File: src/rtl/instr_fetch_unit.sv
// Instruction fetch unit: owns the PC, reads a combinational instruction memory,
// and queues {instr, pc} pairs in a small FIFO presented to decode via valid/ready.
module instr_fetch_unit #(
   parameter logic [31:0] RESET_PC = 32'h0000_0000,
   parameter int unsigned QDEPTH   = 2
) (
   input  logic        clk,
   input  logic        rst,
   input  logic        fetch_en,
   output logic [31:0] mem_addr,
   input  logic [31:0] mem_data,
   input  logic        redirect_valid,
   input  logic [31:0] redirect_pc,
   output logic        out_valid,
   input  logic        out_ready,
   output logic [31:0] out_instr,
   output logic [31:0] out_pc,
   output logic [31:0] fetch_count
);

   localparam int unsigned PW = (QDEPTH > 1) ? $clog2(QDEPTH) : 1;
   localparam int unsigned CW = $clog2(QDEPTH + 1);

   logic [31:0]   pc;
   logic [PW-1:0] head;
   logic [PW-1:0] tail;
   logic [CW-1:0] count;
   logic [31:0]   instr_q [QDEPTH];
   logic [31:0]   pc_q    [QDEPTH];
   logic          pop;
   logic          push;

   assign mem_addr  = pc;
   assign out_valid = (count != '0);
   assign out_instr = instr_q[head];
   assign out_pc    = pc_q[head];

   // A pop frees a slot in the same cycle, so a full FIFO still accepts a push.
   assign pop  = out_valid & out_ready;
   assign push = fetch_en & ~redirect_valid & ((count < CW'(QDEPTH)) | pop);

   always_ff @(posedge clk or posedge rst) begin
      if (rst) begin
         pc          <= RESET_PC;
         head        <= '0;
         tail        <= '0;
         count       <= '0;
         fetch_count <= '0;
         for (int unsigned i = 0; i < QDEPTH; i++) begin
            instr_q[i] <= '0;
            pc_q[i]    <= '0;
         end
      end else if (redirect_valid) begin
         // Redirect discards everything queued; a concurrent pop is implicitly consumed.
         pc    <= {redirect_pc[31:2], 2'b00};
         head  <= '0;
         tail  <= '0;
         count <= '0;
      end else begin
         if (push) begin
            instr_q[tail] <= mem_data;
            pc_q[tail]    <= pc;
            tail          <= tail + PW'(1);
            pc            <= pc + 32'd4;
            fetch_count   <= fetch_count + 32'd1;
         end
         if (pop) begin
            head <= head + PW'(1);
         end
         case ({push, pop})
            2'b10:   count <= count + CW'(1);
            2'b01:   count <= count - CW'(1);
            default: count <= count;
         endcase
      end
   end

endmodule
File: config.mk
export PLATFORM = sky130hd
export DESIGN_NAME = instr_fetch_unit
export DESIGN_NICKNAME = d
export VERILOG_FILES = /design/src/rtl/instr_fetch_unit.sv
export SDC_FILE = /design/constraint.sdc
export NUM_CORES = 1
export LEC_CHECK = 0
export CORE_MARGIN = 3
export CORE_UTILIZATION = 51
export DETAILED_ROUTE_END_ITERATION = 6
export HOLD_SLACK_MARGIN = 0.08
export PLACE_DENSITY = 0.81
export SLEW_MARGIN = 5
export SYNTH_ARGS = -nofsm -noshare
export SYNTH_HDL_FRONTEND = slang
export SYNTH_SLANG_ARGS = --single-unit
File: constraint.sdc
create_clock -name clk -period 7.2 [get_ports clk]
set_input_delay 0.72 -clock clk [delete_from_list [all_inputs] [get_ports clk]]
set_output_delay 0.72 -clock clk [all_outputs]
set_load 0.1 [all_outputs]
==> results of run 1 <==
[area by class of cell]
cell class                      instances  area [µm²]
Sequential cell                       190        4760
Tap cell                              220         275
Fill cell                            1269        5300
Timing Repair Buffer                  196        1940
Multi-Input combinational cell        462        3750
Clock inverter                         10         113
Clock buffer                           22         474
Inverter                                6        30.0
[Yosys cell counts, types with 6 or more instances]
master      n
and4_1      9
nor4_1      8
clkbuf_1   24
mux2_2    177
dfrtp_1   190
buf_2      10
inv_1       6
nor2_1     14
xor2_1     16
xnor2_1    41
nand4_1    16
o21ai_0    34
mux2_1      6
nand2_1    59
nor3_1     12
nand3_1    26
[critical path, delay by kind of cell (launching register included)]
family / cells / cell delay, ps
mux: 1 / 290
buf+inv: 2 / 1760
flops: 1 / 650
[where the power goes]
group          total, mW  internal, mW  switching, mW
registers           1.46          1.30          0.153
clock network      0.932         0.539          0.393
logic               1.76         0.519           1.25
total               4.15          2.36           1.79
[cells by family (layout without fill, tap and decap cells)]
family                     after synthesis  in the layout  share of synthesized area, %
adders and majority gates                2              2                         0.287
muxes                                  186            186                          24.0
buffers and inverters                   46            234                          2.47
xor gates and xnor gates                57             57                          5.74
and+or+nand+nor                        171            171                          10.2
AOI/OAI and AO/OA                       42             42                          2.62
DFF                                    190            190                          54.6
other                                    1              4                        0.0431
[per-stage QoR]
stage                     cell area (µm²)  util [%]  power, mW  hold WS [ps]
final                               11300      68.2       4.15           471
after global routing                11300      68.2       4.32           486
after CTS                           11300      68.2       4.19           476
after detailed placement            10800      64.7       3.25           467
after global placement              10800      64.7       3.22           457
after floorplan                      8710         -       2.87           444
[sequential cells by signal, summed over array words and instances (netlist names)]
register / flops
instr_q: 64
mem_addr: 30
head: 1
fetch_count: 32
tail: 1
count: 2
pc_q: 60
[worst max-delay path by stage]
stage,end,start
CTS,out_pc[30],head$_DFFE_PP0P_
finish,out_instr[23],head$_DFFE_PP0P_
global placement,out_pc[30],head$_DFFE_PP0P_
global route,out_pc[30],head$_DFFE_PP0P_
detailed placement,out_pc[30],head$_DFFE_PP0P_
floorplan,count[0]$_DFFE_PP0P_,rst
[per-layer routing]
metal	share of wire [%]	global-route usage, %	vias to the layer above	wire (µm)
met4	0.73	5.04	2	142
met2	46	33.1	170	8920
met5	0.067	0	-	13
met3	8.5	7.76	11	1640
met1	45	28.9	2901	8610
li1	-	-	2800	-
==> metrics.csv, run 1 <==
metric,value,unit
outcome,finished clean,
cts_buffer_depth,2,
synth_area,8700,µm²
grt_pass1_vias,6053,
grt_antenna_before_repair,1,
cts.sinks,190,
clk_latency,420,ps
path_max_fanout,46,
worstPathArrival,3180,ps
die_w,137,µm
min_period,3900,ps
cts_tree,yes,
io_buffer_count,191,
num_rows,47,
die-area,18700,µm²
drtIter0Drc,375,
synth_area_leaders,"dfrtp_1 55%, mux2_2 23%, xnor2_1 4.1%, nand2_1 2.5%, o21ai_0 2.0%",
yosysTopAreaCell,dfrtp_1,
ys_types,37,
ys_seq_area_share,54.6,%
period_share,54.2,%
gp_congestion,0.780,
cts-resized-gates,0,
syn_avg_cell_area,12.5,µm²
reg2reg_slack,4790,ps
final_layout_size_suffix_gt1_share,25.4,%
vias,5884,
root_buffer,clkbuf_16,
setup_viol,0,
crit_path_start_kind,flop,
grt_pass1_wl,31.6,mm
synth_edf_count,0,
drv_cap,0,
dp_hpwl,12.7,mm
worst_hold_path_type,flop to flop,
cp_cell_sequence,buf_4 -> mux2_2 -> clkdlybuf4s50_1,
cts_setup_buffers,0,
critPathKind,flop to output port,
power_density,366,nW/µm²
initial_utilization,52.3,%
final.setup.tns,0,ps
ys_async_sr_fraction,100,%
ys.warnings.count,0,
rr_worst_depth,5,
dpl_worst_slack,3680,ps
setup_slack,3300,ps
endpoint_kind,output port,
hold_path_startpoint,fetch_count[31]$_DFFE_PP0P_,
core,16600,µm²
io_pins,198,
ant_nets,0,
relSlewSlack,28.9,%
fin_nets,944,
ys.flop_type,dfrtp_1,
ir_drop,0.230,mV
dieHeight,137,µm
htree_levels,4,
r2r_end,instr_q[28]$_DFFE_PP0P_,
track_usage,21.4,%
fin_skew,7.46,ps
dr.pass1.iters,4,
hold-path-cell-count,1,
dp.cells,1074,
max_stage_delay,1140,ps
synth-seq-cells,190,
drc,0,
overflow,0,
area_delta_synth_final,30.4,%
crit_required,6480,ps
final_cell_mix,"190 x clkdlybuf4s50_1, 189 x dfrtp_1, 177 x mux2_2",
final_cells,1106,
cts.clk_slew.worst_paths,60,ps
postSynthCellCount,695,
postRouteWirelength,19.3,mm
cp_slowest_cell,clkdlybuf4s50_1,
holdPathEnd,fetch_count[31]$_DFFE_PP0P_,
detail_route.wl_per_cell,17.5,µm
final_common_cell,clkdlybuf4s50_1,
fmax,256,MHz
vias_per_cell,5.32,
cts_hold_repair.buffers,0,
rsz0062_at_grt,no,
slew_viol_final,0,
synth_top_area_share,54.6,%
hold_viol,0,
tightest_slew,1060,ps
cts_buffers,17,
leakage,4.67,nW
r2r_start,count[1]$_DFFE_PP0P_,
grt_max_degree,124,
antenna_cells,0,
Note: power is estimated with default switching activity, not from simulation.
==> run 2, diff against run 1 <==
- CORE_UTILIZATION: 51 -> 46
- PLACE_DENSITY: 0.81 -> 0.77
- clock period: 7.2 -> 3.2 ns (I/O delays scaled with it)
==> run 2 against run 1 <==
  * Critical path depth down 1
  * Clock skew rose by 0.52 ps
  * Clock power rose by 130%
  * Design area shrank 0.52%
  * Via count up 1.4%
  * Final cell count rose by 1.5%
  * Non-clock buffer count is 8 higher
  * Die area increased by 10%
  * Worst hold slack lost 270 ps
  * Core utilization fell by 6.4 points
  * Global-route usage is 1.9 points lower
  * Critical path type unchanged
  * Critical endpoint is now out_valid
  * Largest power group unchanged
  * Highest routed layer is now met4
==> metrics.csv, run 2 (synthesized netlist as in run 1, its figures left out) <==
metric,value,unit,change
outcome,finished clean,,
cts.sinks,190,,unchanged
cts_tree,yes,,
grt_pass1_wl,31.9,mm,+0.92%
dieHeight,144,µm,+5.1%
grt_pass1_vias,6145,,+1.5%
ir_drop,0.539,mV,+130%
period_share,77.9,%,
power_density,829,nW/µm²,+130%
slew_viol_final,0,,unchanged
die_w,144,µm,+5.1%
final_cells,1123,,+1.5%
postRouteWirelength,19.6,mm,+1.6%
worstPathArrival,2170,ps,-1010 ps
cts_buffers,17,,unchanged
top_regs,"instr_q: 64 flops, pc_q: 60 flops, fetch_count: 32 flops",,
drtIter0Drc,350,,-6.7%
fin_nets,952,,+0.85%
dp.cells,1091,,+1.6%
area_delta_synth_final,29.7,%,
cts_setup_buffers,0,,unchanged
gp_congestion,0.766,,-1.8%
rsz0062_at_grt,no,,
drc,0,,unchanged
max_stage_delay,990,ps,-150 ps
tightest_slew,1020,ps,-46.7 ps
antenna_cells,0,,unchanged
cts.clk_slew.worst_paths,70,ps,about the same
cp_cell_sequence,or2_2 -> clkdlybuf4s50_1,,
io_pins,198,,unchanged
hold_viol,0,,unchanged
detail_route.wl_per_cell,17.5,µm,about the same
setup_viol,0,,unchanged
cts_buffer_depth,2,,unchanged
final_common_cell,dfrtp_1,,
io_buffer_count,191,,unchanged
vias_per_cell,5.31,,-0.12%
drv_cap,0,,unchanged
grt_antenna_before_repair,0,,-1
clk_latency,420,ps,about the same
cts_hold_repair.buffers,0,,unchanged
num_rows,49,,+4.3%
final.setup.tns,0,ps,unchanged
final_layout_size_suffix_gt1_share,34.8,%,+9.4 points
hold_slack,196,ps,-275 ps
htree_levels,4,,unchanged
endpoint_kind,output port,,
leakage,4.82,nW,+3.1%
path_max_fanout,7,,-85%
core,18300,µm²,+9.8%
root_buffer,clkbuf_16,,
dp_hpwl,13.3,mm,+4.4%
crit_required,2880,ps,-3600 ps
cp_slowest_cell,clkdlybuf4s50_1,,
p_total,9.36,mW,+130%
ant_nets,0,,unchanged
critPathKind,flop to output port,,
track_usage,19.4,%,-1.9 points
largest_reg_flops,64,,unchanged
relSlewSlack,32.0,%,+3.1 points
fin_skew,7.98,ps,+0.522 ps
vias,5967,,+1.4%
final_cell_mix,"189 x dfrtp_1, 177 x mux2_2, 113 x clkdlybuf4s50_1",,
worst_hold_path_type,input port to async pin,,
grt_max_degree,88,,-29%
min_period,2490,ps,
cts-resized-gates,0,,unchanged
overflow,0,,unchanged
crit_path_start_kind,flop,,
dr.pass1.iters,4,,unchanged
fmax,401,MHz,
die-area,20600,µm²,+10%
regMostFlops,instr_q,,
initial_utilization,47.6,%,-4.7 points
run 2: changes by cell type in the layout (fill, tap and decap cells not counted), sizes merged:
cell           before  now
inv                 6   10
clkinvlp            2    4
clkdlybuf4s50     190  113
clkbuf             22   18
bufinv              2    3
buf                 6   91
clkinv              6    3
run 2: worst paths after layout:
kind                                        startpoint                          end  slack (ps)  cells after the start
max                               count[1]$_DFFE_PP0P_                    out_valid         710                      2
min                                                rst         pc_q[40]$_DFFE_PP0P_         200                      2
max reg2reg                    mem_addr[5]$_DFFE_PP0P_     mem_addr[29]$_DFFE_PP0P_         850                      5
min reg2reg                fetch_count[31]$_DFFE_PP0P_  fetch_count[31]$_DFFE_PP0P_         470                      1
max in group asynchronous                          rst   fetch_count[9]$_DFFE_PP0P_        2280                      3
min in group clk                        redirect_valid   fetch_count[1]$_DFFE_PP0P_         440                      5
run 2: final cells by class:
class                           count  area, µm²
Clock inverter                     14        181
Tap cell                          229        287
Sequential cell                   190       4760
Inverter                            6       26.3
Fill cell                        1445       6980
Multi-Input combinational cell    462       3760
Clock buffer                       18        429
Timing Repair Buffer              204       1850
run 2: through the flow:
stage | cell area [µm²] | utilization, % | setup WS (ps)
final | 11300 | 61.8 | 707
after global routing | 11300 | 61.8 | 617
after CTS | 11300 | 61.8 | 694
after detailed placement | 10700 | 58.4 | 540
after global placement | 10700 | 58.4 | 568
after floorplan | 8720 | - | 432
run 2: power by group:
part	internal (mW)	switching, mW
registers	2.93	0.330
logic	1.09	2.82
clock network	1.25	0.941
run 2: worst max-delay path: cells and delay by family, from the launching register on:
kind	cells	cell delay [ps]
DFF	1	430
buffers and inverters	1	990
and+or+nand+nor	1	330
run 2: layer usage:
| layer | global-route usage, % | part of all wire [%] | wire length (µm) |
|---|---|---|---|
| met5 | 0 | 0 | 0 |
| met4 | 3.96 | 0.67 | 131 |
| met1 | 27.6 | 47 | 9200 |
| met2 | 30.2 | 46 | 9020 |
| met3 | 5.42 | 6.5 | 1280 |
